File: config.mk
export PLATFORM = sky130hd
export DESIGN_NAME = midi_msg_parser
export DESIGN_NICKNAME = d
export VERILOG_FILES = /design/src/rtl/midi_pkg.sv /design/src/rtl/midi_msg_fifo.sv /design/src/rtl/midi_msg_parser.sv
export SDC_FILE = /design/constraint.sdc
export NUM_CORES = 1
export LEC_CHECK = 0
export BUFFER_PORTS_ARGS = -buffer_cell sky130_fd_sc_hd__buf_2
export CORE_ASPECT_RATIO = 1.1
export CORE_MARGIN = 4
export CORE_UTILIZATION = 50
export DETAILED_ROUTE_END_ITERATION = 8
export GPL_ROUTABILITY_DRIVEN = 0
export PLACE_DENSITY = 0.67
export SLEW_MARGIN = 20
export SYNTH_ARGS = -nofsm -noshare
export SYNTH_HDL_FRONTEND = slang
export SYNTH_SLANG_ARGS = --single-unit
File: constraint.sdc
create_clock -name clk -period 3.3 [get_ports clk]
set_input_delay 0 -clock clk [delete_from_list [all_inputs] [get_ports clk]]
set_output_delay 0 -clock clk [all_outputs]
set_load 0.01 [all_outputs]
File: src/rtl/midi_pkg.sv
// Shared MIDI definitions: status nibbles, SysEx framing bytes, the
// parsed-message record and the parser state encoding.
package midi_pkg;

  localparam logic [3:0] NOTE_OFF = 4'h8;
  localparam logic [3:0] NOTE_ON  = 4'h9;
  localparam logic [3:0] POLY_AT  = 4'hA;
  localparam logic [3:0] CC       = 4'hB;
  localparam logic [3:0] PROG     = 4'hC;
  localparam logic [3:0] CHAN_AT  = 4'hD;
  localparam logic [3:0] PITCH    = 4'hE;

  localparam logic [7:0] SYSEX_START = 8'hF0;
  localparam logic [7:0] SYSEX_END   = 8'hF7;
  // Bytes at or above this value are real-time and never touch the parser.
  localparam logic [7:0] RT_FIRST    = 8'hF8;

  localparam int MSG_W = 22;

  // One complete channel message; mtype is the status high nibble.
  typedef struct packed {
    logic [3:0] mtype;
    logic [3:0] chan;
    logic [6:0] d1;
    logic [6:0] d2;
  } midi_msg_t;

  typedef enum logic [1:0] {
    ST_IDLE    = 2'd0,
    ST_WAIT_D1 = 2'd1,
    ST_WAIT_D2 = 2'd2,
    ST_SYSEX   = 2'd3
  } parser_state_e;

  // Number of data bytes that follow a channel status nibble.
  function automatic logic [1:0] data_len(input logic [3:0] mtype);
    return ((mtype == PROG) || (mtype == CHAN_AT)) ? 2'd1 : 2'd2;
  endfunction

endpackage

File: src/rtl/midi_msg_fifo.sv
// Show-ahead message FIFO. The head entry is visible on rdata whenever the
// FIFO is not empty; rdata reads as zero when empty. A push while full is
// accepted only if a pop happens in the same cycle.
module midi_msg_fifo
  import midi_pkg::*;
#(
  parameter int DEPTH = 4
) (
  input  logic             clk,
  input  logic             rst,
  input  logic             push,
  input  logic [MSG_W-1:0] wdata,
  input  logic             pop,
  output logic [MSG_W-1:0] rdata,
  output logic             full,
  output logic             empty
);

  localparam int AW = $clog2(DEPTH);

  logic [MSG_W-1:0] mem [DEPTH];
  // Pointers carry one extra wrap bit to tell full from empty.
  logic [AW:0]      wr_ptr;
  logic [AW:0]      rd_ptr;
  logic             do_push;
  logic             do_pop;

  assign empty   = (wr_ptr == rd_ptr);
  assign full    = (wr_ptr[AW] != rd_ptr[AW]) && (wr_ptr[AW-1:0] == rd_ptr[AW-1:0]);
  assign do_pop  = pop && !empty;
  assign do_push = push && (!full || do_pop);
  assign rdata   = empty ? '0 : mem[rd_ptr[AW-1:0]];

  // Pointer update; both wrap naturally modulo 2*DEPTH.
  always_ff @(posedge clk) begin
    if (rst) begin
      wr_ptr <= '0;
      rd_ptr <= '0;
    end else begin
      if (do_push) wr_ptr <= wr_ptr + 1'b1;
      if (do_pop)  rd_ptr <= rd_ptr + 1'b1;
    end
  end

  // Storage write; contents need no reset because rdata is gated by empty.
  always_ff @(posedge clk) begin
    if (do_push) mem[wr_ptr[AW-1:0]] <= wdata;
  end

endmodule

File: src/rtl/midi_msg_parser.sv
// MIDI byte-stream parser with running status, SysEx skipping, real-time
// byte passthrough, channel masking and a show-ahead output message FIFO.
// Output handshake: the head message is transferred on every clock edge
// where msg_valid and msg_ready are both high; msg_* hold while msg_ready=0.
module midi_msg_parser
  import midi_pkg::*;
#(
  parameter int          DEPTH    = 4,
  parameter logic [15:0] CH_MASK  = 16'hFFFF,
  parameter bit          VEL0_OFF = 1'b1
) (
  input  logic       clk,
  input  logic       rst,
  input  logic [7:0] rx_data,
  input  logic       rx_valid,
  output logic       msg_valid,
  input  logic       msg_ready,
  output logic [3:0] msg_type,
  output logic [3:0] msg_chan,
  output logic [6:0] msg_d1,
  output logic [6:0] msg_d2,
  output logic       rt_valid,
  output logic [7:0] rt_code,
  output logic       overflow,
  input  logic       ovf_clr,
  output logic [1:0] dbg_state
);

  parser_state_e state_q, state_d;
  logic [7:0]    status_q, status_d;
  logic [6:0]    d1_q, d1_d;
  logic          done;
  midi_msg_t     msg_new;
  logic          push;
  logic          fifo_full;
  logic          fifo_empty;
  logic [MSG_W-1:0] fifo_rdata;
  midi_msg_t     head;
  logic          ovf_evt;

  assign dbg_state = state_q;

  // Parser registers: state, running status and held first data byte.
  always_ff @(posedge clk) begin
    if (rst) begin
      state_q  <= ST_IDLE;
      status_q <= '0;
      d1_q     <= '0;
    end else begin
      state_q  <= state_d;
      status_q <= status_d;
      d1_q     <= d1_d;
    end
  end

  // Next-state decode and message completion for the current byte.
  always_comb begin
    state_d       = state_q;
    status_d      = status_q;
    d1_d          = d1_q;
    done          = 1'b0;
    msg_new       = '0;
    msg_new.mtype = status_q[7:4];
    msg_new.chan  = status_q[3:0];
    if (rx_valid) begin
      if (rx_data[7]) begin
        if (rx_data < SYSEX_START) begin
          status_d = rx_data;
          d1_d     = '0;
          state_d  = ST_WAIT_D1;
        end else if (rx_data == SYSEX_START) begin
          status_d = '0;
          d1_d     = '0;
          state_d  = ST_SYSEX;
        end else if (rx_data < RT_FIRST) begin
          // F1..F7: end of SysEx or system common, both leave no running status.
          status_d = '0;
          d1_d     = '0;
          state_d  = ST_IDLE;
        end
      end else begin
        case (state_q)
          ST_WAIT_D1: begin
            if (data_len(status_q[7:4]) == 2'd1) begin
              done       = 1'b1;
              msg_new.d1 = rx_data[6:0];
              msg_new.d2 = '0;
            end else begin
              d1_d    = rx_data[6:0];
              state_d = ST_WAIT_D2;
            end
          end
          ST_WAIT_D2: begin
            done       = 1'b1;
            msg_new.d1 = d1_q;
            msg_new.d2 = rx_data[6:0];
            state_d    = ST_WAIT_D1;
          end
          default: ;
        endcase
      end
    end
    if (VEL0_OFF && (msg_new.mtype == NOTE_ON) && (msg_new.d2 == 7'd0)) begin
      msg_new.mtype = NOTE_OFF;
    end
  end

  assign push    = done && CH_MASK[msg_new.chan];
  assign ovf_evt = push && fifo_full && !msg_ready;

  midi_msg_fifo #(
    .DEPTH(DEPTH)
  ) u_fifo (
    .clk  (clk),
    .rst  (rst),
    .push (push),
    .wdata(msg_new),
    .pop  (msg_ready),
    .rdata(fifo_rdata),
    .full (fifo_full),
    .empty(fifo_empty)
  );

  assign head      = fifo_rdata;
  assign msg_valid = !fifo_empty;
  assign msg_type  = head.mtype;
  assign msg_chan  = head.chan;
  assign msg_d1    = head.d1;
  assign msg_d2    = head.d2;

  // Real-time bytes: one-cycle pulse, code held until the next one.
  always_ff @(posedge clk) begin
    if (rst) begin
      rt_valid <= 1'b0;
      rt_code  <= '0;
    end else begin
      rt_valid <= rx_valid && (rx_data >= RT_FIRST);
      if (rx_valid && (rx_data >= RT_FIRST)) rt_code <= rx_data;
    end
  end

  // Sticky overflow; a new drop wins over a simultaneous clear.
  always_ff @(posedge clk) begin
    if (rst)          overflow <= 1'b0;
    else if (ovf_evt) overflow <= 1'b1;
    else if (ovf_clr) overflow <= 1'b0;
  end

endmodule

-- Yosys cells after proc, flatten, opt, wreduce, memory -nomap -nowiden
Memories as Yosys holds them, arrays and structs flattened. A register that Yosys moved wholly into a read port is not among the register bits.
Cells that the tools add are included.
- add/subtract/negate cells: 2
- multiply operators: 0
- divide/modulo/power cells: 0
- magnitude comparators: 4
- eq/ne operators: 13
- shifts and indexed selects: 0
- muxes and demuxes: 35
- bitwise operators: 0
- reductions and logical operators: 21
- operators with widths (cell ; number):
    $mux W14 ; 3
    $mux W7 ; 6
    $pmux W14 S2 ; 1
    $mux W8 ; 3
    $mux W22 ; 1
    $lt A8 B8 Y1 const B ; 2
    $mux W2 ; 8
    $eq A4 B4 Y1 const B ; 3
    $mux W4 ; 3
    $eq A8 B8 Y1 const B ; 1
    $ge A8 B8 Y1 const B ; 1
    $logic_and A1 B1 Y1 ; 8
    $mux W1 ; 8
    $reduce_and A4 Y1 ; 2
    $logic_not A7 Y1 ; 1
    $add A3 B1 Y3 const B ; 2
    $reduce_bool A3 Y1 ; 2
    $lt A4 B5 Y1 const B ; 1
    $eq A2 B1 Y1 const B ; 2
    $ne A4 B1 Y1 const B ; 1
    $pmux W2 S2 ; 1
    $reduce_bool A2 Y1 ; 2
    $eq A3 B3 Y1 ; 1
    $logic_not A1 Y1 ; 3
    8 further kinds ; 9
- flip-flop bits (word level): 33
- bits in latches: 0
- memory bits (writable): 88
- ROM bits: 16
- output and inout bits: 35
- logic and storage cells: 85
- memories: 2
- memory list (name ; depth ; bits a word ; rd ports ; clocked after memory_dff ; wr ports ; RTL line ; source):
    u_fifo.mem ; 4 ; 22 ; 1 ; 1 ; 1 ; midi_msg_fifo.sv:21 ; logic [MSG_W-1:0] mem [DEPTH];
    (no name shown) ; 16 ; 1 ; 1 ; 1 ; 0 ; midi_msg_parser.sv:108 ; assign push = done && CH_MASK[msg_new.chan];

-- Depth between registers and ports, before layout
Gate-level depths: netlist (run 1).
- depth after elaboration: 12
- mapped depth: 7
- mapped depth without buffers: 6

-- Hierarchy
From an unflattened synthesis (run 1), not the netlist that was laid out.
- cell total of the unflattened synthesis: 342
- area, all modules: 5069.9 µm²
- by module, submodules not included (module ; times used ; cells each ; area each (µm²)):
    midi_msg_fifo ; 1 ; 192 ; 3808.7
    midi_msg_parser ; 1 ; 150 ; 1261.2

-- Worst setup path after synthesis (run 1)
Ideal clock, no wire load.
- path kind: register -> register
- start point: register state_q[0], in the netlist dbg_state[0]
- end point: register u_fifo.wr_ptr[2]
- arrival time: 2.421 ns
- path slack: 0.758 ns
- cell stages (with the launch flop): 7
- cells stage by stage: dfxtp_1 -> inv_1 -> ha_1 -> nor3b_2 -> o21ai_1 -> nor3b_2 -> mux2_4
- longest elaborated chain between the ends: 6
- elaborated cells between the ends (all ways): 7
- ends and longest elaborated chain (item ; RTL line ; source):
    start: declaration ; midi_msg_parser.sv:29 ; parser_state_e state_q, state_d;
    start signal: assignment ; midi_msg_parser.sv:50 ; state_q <= state_d;
    $eq A2 B2 Y1 or $eq A2 B1 Y1 (tied branches) ; midi_msg_parser.sv:82 ; case (state_q)
    $pmux W1 S2 * ; midi_msg_parser.sv:82 ;
    $mux W1 * ; midi_msg_parser.sv:66 ; if (rx_data[7]) begin
    $mux W1 * ; midi_msg_parser.sv:65 ; if (rx_valid) begin
    $logic_and A1 B1 Y1 * ; midi_msg_parser.sv:108 ;
    $logic_and A1 B1 Y1 * ; midi_msg_fifo.sv:31 ; assign do_push = push && (!full || do_pop);
    end signal: assignment ; midi_msg_fifo.sv:40 ; if (do_push) wr_ptr <= wr_ptr + 1'b1;
    end: declaration ; midi_msg_fifo.sv:23 ; logic [AW:0] wr_ptr;
Every way passes the cells marked *; elsewhere a longest branch is shown, timed or not.
A chain may end at the register's enable or synchronous reset.

-- Worst setup path in the final report (run 1)
- start point: register state_q[1], in the netlist dbg_state[1]
- end point: memory u_fifo.mem[0][16], enable pin
- longest elaborated chain between the ends: 8
- elaborated cells between the ends (all ways): 9
- ends and longest elaborated chain (item ; RTL line ; source):
    $eq A2 B2 Y1 or $eq A2 B1 Y1 (tied branches) ; midi_msg_parser.sv:82 ;
    $pmux W1 S2 * ; midi_msg_parser.sv:82 ;
    $mux W1 * ; midi_msg_parser.sv:66 ;
    $mux W1 * ; midi_msg_parser.sv:65 ;
    $logic_and A1 B1 Y1 * ; midi_msg_parser.sv:108 ;
    $logic_and A1 B1 Y1 * ; midi_msg_fifo.sv:31 ;
    $mux W1 * ; midi_msg_fifo.sv:47 ; if (do_push) mem[wr_ptr[AW-1:0]] <= wdata;
    $mux W1 (implied by the code) * ; midi_msg_fifo.sv:47 ;
    end: declaration ; midi_msg_fifo.sv:21 ;
Marked as above.

==> impl_metrics.yaml, run 1 <==
floorplan:
  fp.dieH_um: 113
  rows: 38
  start_util: 0.511
  ios: 48
  core_um2: 9840
  die_w_um: 104
  dieArea_um2: 11700
synthesis:
  netlist.area_leader.share: 0.525
  yosys_warnings: 0
  syn_avg_cell_area_um2: 15.2
  synthArstFlopShare: 0
  yosysUniqueCellTypes: 49
  synthesis.area_um2: 5030
  synthFlopType: "edfxtp_1"
  synth_common_cells: "edfxtp_1 (88), dfxtp_1 (35), nor2_1 (26)"
  synth_largest_area_cell: "edfxtp_1"
  synth.most_common_cell: "edfxtp_1"
  netlist_instances: 332
  synth_top_cells_by_area: "edfxtp_1 (53%), dfxtp_1 (14%), mux4_2 (9.8%)"
  synth-edff-count: 88
  syn_nets: 352
  ys_ff_latch: 123
  ys_seq_area_frac: 0.665
clocking:
  clk_latency_ps: 500
  clk_path_buf_depth: 2
  root_buffer: "clkbuf_8"
  cts_tree: "done"
  numClockSinks: 123
  clk_pin_slew_ps: 60
  htreeDepth: 4
  cts_buffers: 17
worst_setup_path:
  critPathMaxFanout: 22
  worstPathArrival_ps: 2480
  worstSetupEndpointType: "register"
  critPathKind: "register to register"
  startpoint_type: "register"
  cp_data_required_time_ps: 3470
  worstRegToRegCells: 7
sta:
  hold_violations: 0
  slew_headroom: 0.569
  rsz0062_at_grt: "no"
  worstMarginPinSlew_ps: 640
  setup_ws_ps: 983
  fin_setup_tns_ps: 0
  skew_ps: 5.50
  period_needed_ps: 2320
  post-route-period-util: 0.702
  slew_viol_final: 0
  setup_violations: 0
  max_freq_mhz: 432
global_route:
  grt_max_degree: 32
  gr-usage-all-layers: 0.184
  grt_remaining_overflow: 0
  grt_pass1_wl_um: 16600
  grt_pass1_vias: 3092
  antenna_found_initial: 0
drt:
  viasPerCell: 5.51
  antenna_left: 0
  routed_wl_um: 10000
  firstDrtPassIters: 4
  vias: 2951
  routedWlPerCell_um: 18.7
  drcViolationCount: 0
  drtIter0Drc: 143
placed_design:
  dp_slack_ps: 1030
  dp_cells: 488
  io_buffers: 47
  postPlaceCellArea_um2: 5410
  hpwl_um: 6330
power_and_ir_drop:
  powerDensity_nw_per_um2: 590
  p_sw_uw: 714
  clockPowerShare: 0.508
  combPwrFrac: 0.034
  power.sequential.fraction: 0.458
  p_sw_frac: 0.196
  intPower_mw: 2.93
  p_leak_nw: 2.24
  vdd_ir_drop_max_mv: 0.374
final_layout:
  multiInputGateArea_um2: 1590
  regArea_um2: 3340
  final_net_count: 423
  fin_area_um2: 6160
  final_util: 0.626
  layoutNonFillerInstCount: 536
  nFillCells: 737
  layout-drive-gt1-share: 0.279
  syn_to_final_growth_pct: 22.5
  diodes: 0
worst_hold_path:
  hold_path.class: "input port to register"
  min_path_cells: 3
run:
  maxCapViolations: 0
status:
  outcome: "finished clean"
## sequential cells by signal (all words and copies together) (netlist names), named ones only
| register | cells |
|---|---|
| d1_q | 7 |
| dbg_state | 2 |
| overflow | 1 |
| rt_code | 8 |
| rt_valid | 1 |
| status_q | 8 |
| u_fifo.mem | 88 |
| u_fifo.rd_ptr | 3 |
| u_fifo.wr_ptr | 3 |
## metrics by stage
step / hold WS (ps) / power [mW]
global route: 403 / 3.75
detailed placement: 275 / 1.81
global placement: 265 / 1.81
finish: 391 / 3.64
CTS: 364 / 3.66
floorplan: 133 / 1.77
## routing by layer
| layer | track usage | share of wire | vias to the layer above |
|---|---|---|---|
| met2 | 0.299 | 0.50 | 96 |
| met5 | 0 | 0 | - |
| li1 | - | - | 1398 |
| met1 | 0.241 | 0.43 | 1445 |
| met3 | 0.0485 | 0.059 | 12 |
| met4 | 0.0665 | 0.013 | 0 |
## repair_timing
item,4_1_cts,5_1_grt
setup buffers,0,0
hold endpoints to repair,41,0
resized for setup,0,0
hold buffers,16,0
## placed cells by master, fill, tap and decap left out, types with 3 or more instances in the layout
master	synthesis	routed
and2b_1	10	10
xor2_1	3	3
a22o_1	7	7
dlygate4sd3_1	0	16
mux4_2	22	22
clkinv_2	0	3
and2_1	10	10
mux2i_1	4	4
a22oi_1	7	7
nand2_1	11	11
inv_1	8	8
clkbuf_16	0	16
nor2_1	26	26
nor2b_1	15	15
edfxtp_1	88	88
a21oi_1	13	13
buf_2	2	47
ha_1	7	7
bufinv_16	0	4
buf_4	2	8
dfxtp_1	35	34
nand4_1	8	8
nand3_1	4	4
## cell type report
class                           instances  area share
Tap cell                              120      0.0244
Sequential cell                       123       0.543
Inverter                                8     0.00487
Multi-Input combinational cell        182       0.257
Clock buffer                           19      0.0684
Clock inverter                         13      0.0284
Timing Repair Buffer                   71      0.0739
## critical path, cell delays in order, from the launching register on
cell and delay [ps]:
dfxtp_1 330, inv_1 60, ha_1 200, and4b_1 440, o21ai_1 220, nor2_1 220
and2_1 170, buf_4 320
## worst paths after layout
| path | slack, ps | to | from |
|---|---|---|---|
| worst min register to register | 450 | status_q[4] | status_q[4] |
| worst max register to register | 980 | u_fifo.mem[0][16] | dbg_state[1] |
| worst min-delay path | 390 | d1_q[2] | rx_data[2] |
| worst max-delay path | 980 | u_fifo.mem[0][16] | dbg_state[1] |
## logic make-up (layout without fill, tap and decap cells)
family                   after synthesis  after routing  synth area share
buffers and inverters                 27            111            0.0224
adder cells (fa/ha/maj)                7              7            0.0174
flip-flops                           123            123             0.665
multiplexers                          27             27             0.109
XOR/XNOR                               5              5            0.0102
AO/OA/AOI/OAI                         41             41            0.0565
AND/OR/NAND/NOR                      102            102             0.120
## power groups by stage
stage | clock, mW | sequential (mW) | combinational [mW]
floorplan | 0 | 1.69 | 0.0707
global placement | 0 | 1.70 | 0.110
detailed placement | 0 | 1.70 | 0.111
CTS | 1.87 | 1.67 | 0.125
global route | 1.95 | 1.67 | 0.140
finish | 1.85 | 1.67 | 0.125
(Power assumes the default switching activity.)
==> run 2: changes to the inputs <==
clock period = 2.2 ns   (was 3.3 ns; I/O delays follow)
==> run 2 against run 1 <==
  * Sequential share of layout area barely moved
  * Highest routed layer unchanged
  * Routed wire length decreased by 7.9%
  * Sequential power grew 50%
  * Via count hardly changed
  * Core utilization down 0.051 points
  * First-iteration DRC count is 10% higher
  * Worst setup slack worse by 860 ps
  * Combinational power is 52% higher
  * Sequential cell count did not move
  * Final cell count increased by 0.37%
==> impl_metrics.yaml, run 2 (same netlist as run 1, synthesis figures left out) <==
floorplan:
  core_um2: 9840
  ios: 48
  dieArea_um2: 11700
  fp.dieH_um: 113
  die_w_um: 104
  rows: 38
  start_util: 0.511
drt:
  drcViolationCount: 0
  antenna_left: 0
  firstDrtPassIters: 4
  routedWlPerCell_um: 17.1
  drtIter0Drc: 158
  viasPerCell: 5.48
  vias: 2950
  routed_wl_um: 9220
worst_hold_path:
  min_path_cells: 3
  hold_path.class: "input port to register"
  min_from: "rx_data[2]"
sta:
  setup_violations: 0
  slew_headroom: 0.561
  skew_ps: 10.9
  fin_setup_tns_ps: 0
  post-route-period-util: 0.946
  slew_viol_final: 0
  rsz0062_at_grt: "no"
  worstMarginPinSlew_ps: 657
  holdWs_ps: 365
  max_freq_mhz: 480
  hold_violations: 0
  setup_ws_ps: 118
  period_needed_ps: 2080
worst_setup_path:
  r2r-start: "dbg_state[1]"
  cp_data_required_time_ps: 2590
  critPathKind: "register to register"
  worstPathArrival_ps: 2470
  worstSetupEndpointType: "register"
  critPathMaxFanout: 10
  startpoint_type: "register"
  worstRegToRegCells: 7
  crit_start: "dbg_state[1]"
final_layout:
  diodes: 0
  final_net_count: 425
  layout_common_cells: "edfxtp_1 (88), buf_2 (47), dfxtp_1 (34), nor2_1 (26), mux4_2 (22)"
  layout-drive-gt1-share: 0.297
  fin_area_um2: 6160
  largest_reg_flops: 88
  layoutNonFillerInstCount: 538
  syn_to_final_growth_pct: 22.4
  final_util: 0.626
  final_common_cell: "edfxtp_1"
global_route:
  grt_pass1_wl_um: 15300
  antenna_found_initial: 0
  grt_pass1_vias: 3057
  grt_remaining_overflow: 0
  grt_max_degree: 32
  gr-usage-all-layers: 0.169
placed_design:
  dp_cells: 491
  dp_slack_ps: 198
  hpwl_um: 5900
  io_buffers: 47
  postPlaceCellArea_um2: 5450
power_and_ir_drop:
  intPower_mw: 4.08
  powerDensity_nw_per_um2: 847
  p_sw_frac: 0.218
  vdd_ir_drop_max_mv: 0.625
  combPwrFrac: 0.036
  p_leak_nw: 2.23
  p_sw_mw: 1.14
  total_power_mw: 5.22
  clockPowerShare: 0.485
  power.sequential.fraction: 0.479
clocking:
  clk_pin_slew_ps: 60
  clk_path_buf_depth: 2
  htreeDepth: 4
  root_buffer: "clkbuf_8"
  cts_tree: "done"
  clk_latency_ps: 500
  cts_buffers: 17
  numClockSinks: 123
  post-cts-setup-buffers: 0
run:
  maxCapViolations: 0
status:
  outcome: "finished clean"
==> run 2: power by group through the flow <==
stage	sequential (mW)	combinational, mW	clock (mW)
global placement	2.54	0.171	0
CTS	2.50	0.191	2.57
floorplan	2.54	0.110	0
finish	2.50	0.190	2.53
global route	2.50	0.211	2.68
detailed placement	2.55	0.172	0
==> run 2: path summary, 6_finish.rpt <==
path | end | slack [ps]
max | overflow | 120
min | d1_q[2] | 370
max reg2reg | overflow | 120
min reg2reg | status_q[4] | 470
==> run 2: what timing repair did <==
action,CTS,global route
hold buffers,15,0
setup endpoints to repair,0,35
hold endpoints to repair,39,0
resized for setup,0,3
==> run 2: metal layers <==
metal  vias up  wire length, µm  track usage
met5         -                0            0
met4         0              144       0.0762
met3        14              392       0.0416
met2        73             4610        0.282
met1      1458             4070        0.210
li1       1405                -            -
==> run 2: final cells by class <==
type | count | area, µm²
Timing Repair Buffer | 73 | 479
Clock inverter | 15 | 138
Sequential cell | 123 | 3340
Clock buffer | 17 | 414
Tap cell | 120 | 150
Multi-Input combinational cell | 182 | 1600
Inverter | 8 | 30.0
Fill cell | 734 | 3680
==> run 2: critical path: stages (launching register included) <==
cell and delay [ps]:
dfxtp_1 430, inv_1 70, ha_1 220, and4b_1 220
buf_4 180, o211ai_1 180, a21oi_1 90, dlygate4sd3_1 580
==> run 3: changes to the inputs <==
REMOVE_ABC_BUFFERS = 1   (was default)
==> run 3 against run 2 <==
  * Die area did not move
  * Worst setup slack gained 37 ps
  * Power increased by 0.11%
  * Sequential cell count unchanged
  * Clock skew increased by 1.7 ps
  * Combinational power is essentially flat
  * Global-route usage is 2.1 points higher
  * Final area rose by 0.53%
  * Maximum frequency increased by 1.8%
  * Via count up 1.8%
  * Clock power about the same
  * Critical path type unchanged
==> impl_metrics.yaml, run 3 (same netlist as run 1, synthesis figures left out) <==
global_route:
  grt_pass1_vias: 3282
  grt_remaining_overflow: 0
  grt_max_degree: 23
  antenna_found_initial: 0
  gr-usage-all-layers: 0.190
  grt_pass1_wl_um: 17000
sta:
  skew_ps: 12.6
  worstMarginPinSlew_ps: 678
  holdWs_ps: 371
  period_needed_ps: 2050
  post-route-period-util: 0.930
  slew_headroom: 0.547
  max_freq_mhz: 489
  hold_violations: 0
  slew_viol_final: 0
  setup_violations: 0
  rsz0062_at_grt: "no"
clocking:
  htreeDepth: 4
  clk_pin_slew_ps: 60
  clk_latency_ps: 520
  numClockSinks: 123
  root_buffer: "clkbuf_8"
  cts_buffers: 17
  cts_tree: "done"
  clk_path_buf_depth: 2
drt:
  routed_wl_um: 10000
  firstDrtPassIters: 4
  viasPerCell: 5.58
  vias: 3002
  drtIter0Drc: 161
  antenna_left: 0
  drcViolationCount: 0
  routedWlPerCell_um: 18.6
worst_setup_path:
  critPathMaxFanout: 10
  path_cells: "inv_1 -> ha_1 -> and4b_1 -> buf_4 -> o211ai_1 -> a21oi_1 -> dlygate4sd3_1"
  crit_buf_inv: 3
  cp_data_required_time_ps: 2600
  slowest_delay_ps: 550
  startpoint_type: "register"
  critPathKind: "register to register"
  worstPathArrival_ps: 2440
  worstSetupEndpointType: "register"
  slowest_stage: "dlygate4sd3_1"
  cp_top_family: "buffers and inverters"
final_layout:
  final_net_count: 425
  layout_common_cells: "edfxtp_1 (88), buf_2 (47), dfxtp_1 (35), nor2_1 (25), mux4_2 (22)"
  diodes: 0
  multiInputGateArea_um2: 1600
  largest_reg_flops: 88
  fin_area_um2: 6190
  syn_to_final_growth_pct: 23.1
  final_common_cell: "edfxtp_1"
  layout-drive-gt1-share: 0.294
  regArea_um2: 3340
  nFillCells: 720
worst_hold_path:
  hold_path.class: "input port to register"
placed_design:
  hpwl_um: 6360
  postPlaceCellArea_um2: 5500
  io_buffers: 47
run:
  maxCapViolations: 0
power_and_ir_drop:
  vdd_ir_drop_max_mv: 0.543
  powerDensity_nw_per_um2: 844
  p_leak_nw: 2.24
floorplan:
  start_util: 0.511
  rows: 38
  dieArea_um2: 11700
  core_um2: 9840
  ios: 48
  die_w_um: 104
  fp.dieH_um: 113
status:
  outcome: "finished clean"
-- run 3: cell type report --
class | instances | area share
Timing Repair Buffer | 73 | 0.0849
Clock buffer | 17 | 0.0669
Clock inverter | 15 | 0.0214
Tap cell | 120 | 0.0243
Multi-Input combinational cell | 182 | 0.258
Inverter | 8 | 0.00485
Sequential cell | 123 | 0.540
-- run 3: routing by layer --
layer / share of wire / vias up / track usage
met5: 0 / - / 0
met3: 0.051 / 8 / 0.0593
li1: - / 1414 / -
met4: 0.012 / 0 / 0.0833
met2: 0.51 / 80 / 0.318
met1: 0.43 / 1500 / 0.229
-- run 3: final timing paths --
| kind | startpoint | to | slack (ps) | cells past startpoint |
|---|---|---|---|---|
| setup / recovery | dbg_state[1] | overflow | 150 | 7 |
| hold / removal | rst | rt_code[4] | 370 | 3 |
| setup reg to reg | dbg_state[1] | overflow | 150 | 7 |
| hold reg to reg | status_q[4] | status_q[4] | 450 | 2 |
-- run 3: worst reg2reg max path: cells and delay by family (launching register included) --
family	cells	cell delay (ps)
AO/OA/AOI/OAI	2	340
adder cells (fa/ha/maj)	1	220
buffers and inverters	3	790
flip-flops	1	380
AND/OR/NAND/NOR	1	220
-- run 3: repair_timing --
action	4_1_cts	5_1_grt
buffers inserted	1	0
pin swaps	1	0
gates resized for setup	1	1
endpoints found under the hold margin	49	0
hold buffers	13	0
endpoints found under the setup margin	18	28
-- run 3: stage by stage --
| stage | util | worst slack [ps] | setup TNS, ps | power (mW) | instances |
|---|---|---|---|---|---|
| 2_1_floorplan | - | -395 | -11850 | 2.63 | 313 |
| 3_3_place_gp | 0.559 | 263 | 0 | 2.72 | 492 |
| 3_5_place_dp | 0.559 | 168 | 0 | 2.72 | 492 |
| 4_1_cts | 0.629 | 115 | 0 | 5.27 | 538 |
| 5_1_grt | 0.629 | 20.0 | 0 | 5.42 | 538 |
| 6_report | 0.629 | 155 | 0 | 5.22 | 538 |
-- run 3: power by group --
group | leakage (nW) | switching (mW) | internal [mW] | total, mW
Sequential | 1.07 | 0.0172 | 2.48 | 2.50
Combinational | 0.914 | 0.109 | 0.0841 | 0.193
Clock | 0.264 | 0.949 | 1.58 | 2.53
Total | 2.24 | 1.08 | 4.15 | 5.22
